--- src/rtl/keystream_xor.sv ---
// ---------------------------------------------------------------------------
// keystream_xor
//
// Buffers one keystream block from the block-function/serialiser stage and
// XORs it, element by element, into a byte stream. The result goes to the
// MAC input stage. When a block has been captured, ks_ack tells upstream it
// may start generating the next one.
//
// Ports
//   clk          rising-edge clock
//   rst          asynchronous reset, active-low
//   ks_block     keystream block, element 0 is consumed first
//   ks_valid     upstream block present and stable
//   ks_ack       one-cycle pulse after a block has been captured
//   pt_data      input byte
//   pt_valid     input byte valid
//   pt_last      input byte is the final byte of the message
//   pt_ready     input byte accepted this cycle
//   ct_data      output byte (pt_data ^ keystream element)
//   ct_valid     output byte valid
//   ct_last      output byte is the final byte of the message
//   ct_ready     downstream accepts output byte
//   blocks_used  number of keystream blocks captured since reset
// ---------------------------------------------------------------------------
module keystream_xor #(
    parameter int DATA_SIZE = 8,
    parameter int NO_REG    = 64,
    parameter int CNT_W     = 32
) (
    input  logic                               clk,
    input  logic                               rst,
    input  logic [NO_REG-1:0][DATA_SIZE-1:0]   ks_block,
    input  logic                               ks_valid,
    output logic                               ks_ack,
    input  logic [DATA_SIZE-1:0]               pt_data,
    input  logic                               pt_valid,
    input  logic                               pt_last,
    output logic                               pt_ready,
    output logic [DATA_SIZE-1:0]               ct_data,
    output logic                               ct_valid,
    output logic                               ct_last,
    input  logic                               ct_ready,
    output logic [CNT_W-1:0]                   blocks_used
);

    localparam int              IDX_W    = (NO_REG > 1) ? $clog2(NO_REG) : 1;
    localparam logic [IDX_W-1:0] IDX_LAST = IDX_W'(NO_REG - 1);

    typedef enum logic {
        S_EMPTY,
        S_STREAM
    } state_t;

    state_t                             r_state;
    logic [IDX_W-1:0]                   r_idx;
    logic [NO_REG-1:0][DATA_SIZE-1:0]   r_ks_buf;
    logic                               r_ks_ack;
    logic [DATA_SIZE-1:0]               r_ct_data;
    logic                               r_ct_valid;
    logic                               r_ct_last;
    logic [CNT_W-1:0]                   r_blocks_used;

    logic                               w_pt_ready;
    logic                               w_fire;
    logic                               w_blk_end;
    logic [DATA_SIZE-1:0]               w_ks_byte;

    // A new byte is taken only when the output register is free or being
    // drained in the same cycle, so backpressure never drops a byte.
    assign w_pt_ready = (r_state == S_STREAM) && (!r_ct_valid || ct_ready);
    assign w_fire     = pt_valid && w_pt_ready;
    assign w_ks_byte  = r_ks_buf[r_idx];

    // Message end and block exhaustion share one exit to S_EMPTY. The rest
    // of a block cut short by pt_last is discarded and never reused.
    assign w_blk_end  = w_fire && (pt_last || (r_idx == IDX_LAST));

    always_ff @(posedge clk or negedge rst) begin
        if (!rst) begin
            r_state       <= S_EMPTY;
            r_idx         <= '0;
            r_ks_buf      <= '0;
            r_ks_ack      <= 1'b0;
            r_ct_data     <= '0;
            r_ct_valid    <= 1'b0;
            r_ct_last     <= 1'b0;
            r_blocks_used <= '0;
        end else begin
            r_ks_ack <= 1'b0;

            case (r_state)
                S_EMPTY: begin
                    // ks_block is sampled only here; it is ignored at any
                    // other time.
                    if (ks_valid) begin
                        r_ks_buf      <= ks_block;
                        r_idx         <= '0;
                        r_ks_ack      <= 1'b1;
                        r_blocks_used <= r_blocks_used + 1'b1;
                        r_state       <= S_STREAM;
                    end
                end
                S_STREAM: begin
                    if (w_fire) begin
                        if (w_blk_end) begin
                            r_idx   <= '0;
                            r_state <= S_EMPTY;
                        end else begin
                            r_idx   <= r_idx + 1'b1;
                        end
                    end
                end
            endcase

            // The output register is independent of the FSM. A byte that is
            // still pending after a block ends drains normally.
            if (w_fire) begin
                r_ct_data  <= pt_data ^ w_ks_byte;
                r_ct_last  <= pt_last;
                r_ct_valid <= 1'b1;
            end else if (ct_ready) begin
                r_ct_valid <= 1'b0;
            end
        end
    end

    assign pt_ready    = w_pt_ready;
    assign ks_ack      = r_ks_ack;
    assign ct_data     = r_ct_data;
    assign ct_valid    = r_ct_valid;
    assign ct_last     = r_ct_last;
    assign blocks_used = r_blocks_used;

endmodule

--- config.mk ---
export PLATFORM = sky130hd
export DESIGN_NAME = keystream_xor
export DESIGN_NICKNAME = d
export VERILOG_FILES = /design/src/rtl/keystream_xor.sv
export SDC_FILE = /design/constraint.sdc
export NUM_CORES = 1
export LEC_CHECK = 0
export BUFFER_PORTS_ARGS = -buffer_cell sky130_fd_sc_hd__buf_2
export CORE_AREA = 5 5 254 355
export CTS_CLUSTER_DIAMETER = 50
export DETAILED_ROUTE_END_ITERATION = 12
export DIE_AREA = 0 0 259 360
export MAX_ROUTING_LAYER = met4
export SYNTH_ARGS = -nofsm -noshare
export SYNTH_HDL_FRONTEND = slang
export SYNTH_SLANG_ARGS = --single-unit
--- constraint.sdc ---
create_clock -name clk -period 2.6 [get_ports clk]
set_clock_uncertainty 0.1 [all_clocks]
set_input_delay 0.26 -clock clk [delete_from_list [all_inputs] [get_ports clk]]
set_output_delay 0.26 -clock clk [all_outputs]
set_load 0.1 [all_outputs]
* Yosys cells after proc, flatten, opt, wreduce, memory -nomap -nowiden
Cells that the tools add are included.
Widths: inputs -> output; s select.
** Word-level totals
- Register bits after elaboration :: 562
- Input bits :: 526
- Logic and storage cells :: 101
** Operators by class
- Add/sub/neg operators :: 2
- Magnitude comparators :: 1
- Eq/ne operators :: 3
- Muxes and demuxes :: 13
- Bitwise gates (word level) :: 2
- Reduce and logical (&&, ||, !) cells :: 9
** Operators by type and width (count)
- $bmux 8 s6 :: 1
- $add 32x1->32 const B :: 1
- $mux 6 :: 3
- $pmux 6 s2 :: 1
- $mux 8 :: 1
- $xor 8x8->8 :: 1
- $lt 6x7->1 const B :: 1
- $add 6x1->6 const B :: 1
- $eq 6x6->1 const B :: 1
- $mux 1 :: 6
- $reduce_and 2->1 :: 2
- $logic_and 1x1->1 :: 3
- $logic_or 1x1->1 :: 2
- $ne 2x1->1 const B :: 1
- $ne 2x2->1 const B :: 1
- $pmux 1 s2 :: 1
- $reduce_bool 2->1 :: 1
- $logic_not 1->1 :: 1
- $not 1->1 :: 1

* Depth between registers and ports, before layout
- Depth in word-level cells :: 8
- Depth in mapped cells :: 11
- Mapped depth without buffers :: 7

* Worst setup path before layout
No wires, ideal clock.
- Path type :: register -> register
- Start point :: reg r_blocks_used[13], in the netlist blocks_used[13]
- End point :: reg r_blocks_used[30], in the netlist blocks_used[30]
- Setup time :: 0.158 ns
- Arrival time :: 2.456 ns
- Setup slack :: -0.114 ns
- Stages on the path, launching flop included :: 7
- Buffers on the path :: 0
- Cells stage by stage :: dfrtp_1 -> nand3_1 -> or3_1 -> nor4_1 -> and2_1 -> nand4_1 -> xnor2_1
** Between the ends
- Longest elaborated chain between the ends :: 1
** RTL lines
- start, declared :: RTL line 61 : logic [CNT_W-1:0] r_blocks_used;
- start signal, assigned :: RTL line 99 : r_blocks_used <= r_blocks_used + 1'b1;
- $add 32x1->32 :: RTL line 99
No other way between the ends.
A chain may end at the register's enable or synchronous reset.

* Worst setup path in the final report
- Start point :: reg r_idx[0]
- End point :: reg r_ct_data[0], in the netlist ct_data[0]
** Between the ends
- Longest elaborated chain between the ends :: 3
** RTL lines
- start, declared :: RTL line 55 : logic [IDX_W-1:0] r_idx;
- start signal, assigned :: RTL line 109 : r_idx <= r_idx + 1'b1;
- $bmux 8 s6 :: RTL line 72 : assign w_ks_byte = r_ks_buf[r_idx];
- $mux 8 (not written as such) :: RTL line 72
- $xor 8x8->8 :: RTL line 118 : r_ct_data <= pt_data ^ w_ks_byte;
- end signal, assigned :: RTL line 118
- end, declared :: RTL line 58 : logic [DATA_SIZE-1:0] r_ct_data;
No other way between the ends. The select of a mux whose other input is x is not followed.

==> reports/results.txt <==
CP Capture Type: register
Drt drc: 0
Clock sink count: 562
Core area: 86640 um2
Row count: 128
#FFs+latches synth: 562
Clk network pwr share: 0.250
FMAX: 0.3949 GHz
Power Density: 1040 nW/um2
Dominant cells by area after synthesis: dfrtp_1 (55%), nand2_1 (23%), mux4_2 (7.4%)
IO Pins: 570
Vias per cell: 4.690
Worst-path clk slew: 0.06 ns
Worst min-delay path class: primary input to async pin
Drt initial violations: 1875
Min cycle time layout: 2.532 ns
PortBufs: 569
Hpwl dp: 73580 um
DR WL/cell: 20.31 um
Setup WS post-layout: 0.06790 ns
Post-Synthesis Cells: 2765
Yosys warns: 0
Starting Density: 0.2967
Outcome: finished, final reports clean
Fin. max-slew vios: 0
Yosys cell types: 56
Final number of setup-violating endpoints: 0
Worst Path Max Fanout: 20
Hold Vio Cnt, Final: 0
Final nets: 4416
Routed Antenna Nets: 0
Register area share after synthesis: 0.5471
MaxCap Viol Count: 0
Clk_lat worst skew: 0.59 ns
CTS root buf: clkbuf_16
Post-place setup slack: -0.3228 ns
Net Sw Frac: 0.3708
CP arrival: 2.87 ns
CTS Buffer Depth: 3
DR vias: 24120
Full die area: 93240 um2
Aggregate routed wire length: 104500 um
Placed cells: 4452
Critical path launch point type: register
Antenna violations before repair: 31
Worst endpoint required time: 2.94 ns
Vias in the first global route: 25950
Leak: 0.01925 uW
Largest net degree at the start of global routing: 215
Syn avg cell area: 9.296 um2
Crit path largest cell delay: 0.56 ns
Worst path cell trace: buf_12 > buf_16 > mux4_2 > mux4_2 > o22ai_2 > or3_1 > a31oi_1
GR Overflow Total: 0
Gr usage total: 0.2255
Slew HR: 0.2008
First-pass GRT wire length: 157400 um
Most frequent CP cell: mux4_2
Ratio of cells with drive above 1 in the final layout: 0.2377
Final std cells w/o fill: 5142
Comb power frac: 0.368
Mapped Nets: 3293
GPL Wtd Cong: 0.8899
RSZ-0062 raised after global routing: yes
Max IR drop VDD: 0.5923 mV
Setup TNS Final: 0 ns
Drt pass-1 iters: 5
Slowest-stage cell, CP: mux4_2
Internal power: 25040 uW
P_sw: 14760 uW
Die width: 259 um
Largest area contributor in the netlist: dfrtp_1
Post-synth EDFFs: 0
Post-synth ARST share: 1.000
Synth Flop Type: dfrtp_1
Final period util: 0.9739
Area Overhead vs Synth: 48.84%
CTS tree: built
Synth top area share: 0.5471
Slew @ Worst Pin: 1.199 ns
CTS buffer count: 69
Flop pwr share: 0.383
Die height: 360 um
Mapped cell area: 25700 um2
H-tree level count: 3
Crit path kind: register to register
==> layer usage <==
metal | GRT usage | part of all wire | vias up | wire length (um)
li1 | - | - | 11240 | -
met1 | 0.2664 | 0.40 | 11610 | 41380
met2 | 0.3651 | 0.48 | 937 | 50330
met3 | 0.04179 | 0.061 | 324 | 6376
met4 | 0.1224 | 0.061 | 0 | 6368
met5 | - | 0 | - | 0
==> worst max-delay path: cells and delay by family (launching register included) <==
kind / cells / cell delay (ns)
multiplexers: 2 / 1.09
flip-flops: 1 / 0.48
AND/OR/NAND/NOR: 1 / 0.13
AO/OA/AOI/OAI: 2 / 0.20
buffers and inverters: 2 / 0.36
==> logic make-up after synthesis <==
kind of cell    Yosys count  share of synthesized area
fa+ha+maj                 2                  0.0009734
mux                     193                     0.1169
xor+xnor                 31                    0.01056
buf+inv                 173                    0.03359
compound gates          123                    0.03724
simple gates           1681                     0.2536
flops                   562                     0.5471
==> path summary, 6_finish.rpt <==
path / from / end / slack (ns) / cells after the start
max: r_idx[0] / ct_data[0] / 0.07 / 7
min: rst / r_ks_buf[508] / 0.12 / 2
max reg2reg: r_idx[0] / ct_data[0] / 0.07 / 7
min reg2reg: r_ks_buf[371] / r_ks_buf[371] / 0.37 / 2
max in group asynchronous: rst / r_ks_buf[80] / 1.35 / 3
min in group clk: pt_valid / ct_valid / 0.13 / 3
==> stage by stage <==
step / utilization / total power [uW] / hold WS (ns) / instance area [um2]
floorplan: - / 23930 / -0.1356 / 25710
CTS: 0.4398 / 40010 / 0.03032 / 38100
global route: 0.4414 / 42380 / 0.09276 / 38250
global placement: 0.3504 / 28680 / 0.1629 / 30360
detailed placement: 0.3504 / 28930 / 0.1677 / 30360
finish: 0.4416 / 39800 / 0.1164 / 38260
==> layout make-up <==
type                            instances  area [um2]
Fill cell                            7970       48390
Sequential cell                       562       14080
Multi-Input combinational cell       2030       10860
Timing Repair Buffer                 1220        9414
Clock buffer                           88        1921
Tap cell                             1170        1464
Clock inverter                         32       400.4
Antenna cell                           35       87.58
Inverter                                5       26.28
==> timing repair <==
item                       in CTS  in global routing
gates resized for setup        13                  9
cloned                          2                  0
setup endpoints to repair       5                  6
buffers inserted                1                  4
hold buffers                  528                  0
pin swaps                       1                  2
hold endpoints to repair      695                  0
==> flip-flops by register name (all words and copies together) (netlist names) <==
name / count
ct_last: 1
blocks_used: 32
ct_valid: 1
ks_ack: 1
r_ks_buf: 512
r_state: 1
ct_data: 8
r_idx: 6
==> cells in the final DEF (no fill, tap or decap), drive strengths merged, types with 12 or more instances in the layout <==
master,netlist,final
nand2,1583,1583
and2,13,13
a22oi,29,29
xnor2,24,24
nor2b,12,12
dfrtp,562,562
clkbuf,123,88
nand3,18,18
mux4,84,84
diode,0,35
and3,12,12
inv,5,16
dlygate4sd3,0,528
nor2,13,13
mux2,18,18
buf,45,691
mux2i,91,91
==> power by group through the flow <==
stage	logic [uW]	clock network, uW	registers (uW)
after global routing	16200	10500	15600
final	14600	9940	15200
after CTS	14700	10200	15200
after global placement	13400	0	15300
after floorplan	8950	0	15000
after detailed placement	13700	0	15300
==> synth_stat cells (2+ instances only) <==
cell	count
a21o_1	7
xor2_1	7
o31ai_1	2
inv_1	4
a31oi_1	11
and4_1	2
mux4_2	84
buf_1	5
mux2i_1	91
a2111o_1	7
and2_1	12
and3_1	12
buf_2	17
a2111oi_0	6
nand2_1	1583
nand4_1	11
a311oi_1	6
nor2b_1	12
buf_6	13
o221ai_1	7
clkbuf_1	123
buf_4	3
nand3_1	18
a22o_1	7
buf_8	6
xnor2_1	24
a32oi_1	6
a22oi_1	29
mux2_2	18
nand2b_1	7
a211oi_1	7
o21ai_0	10
dfrtp_1	562
o22ai_1	10
or3_1	2
nor2_1	13
ha_1	2
Note: power is estimated with default switching activity, not from simulation.
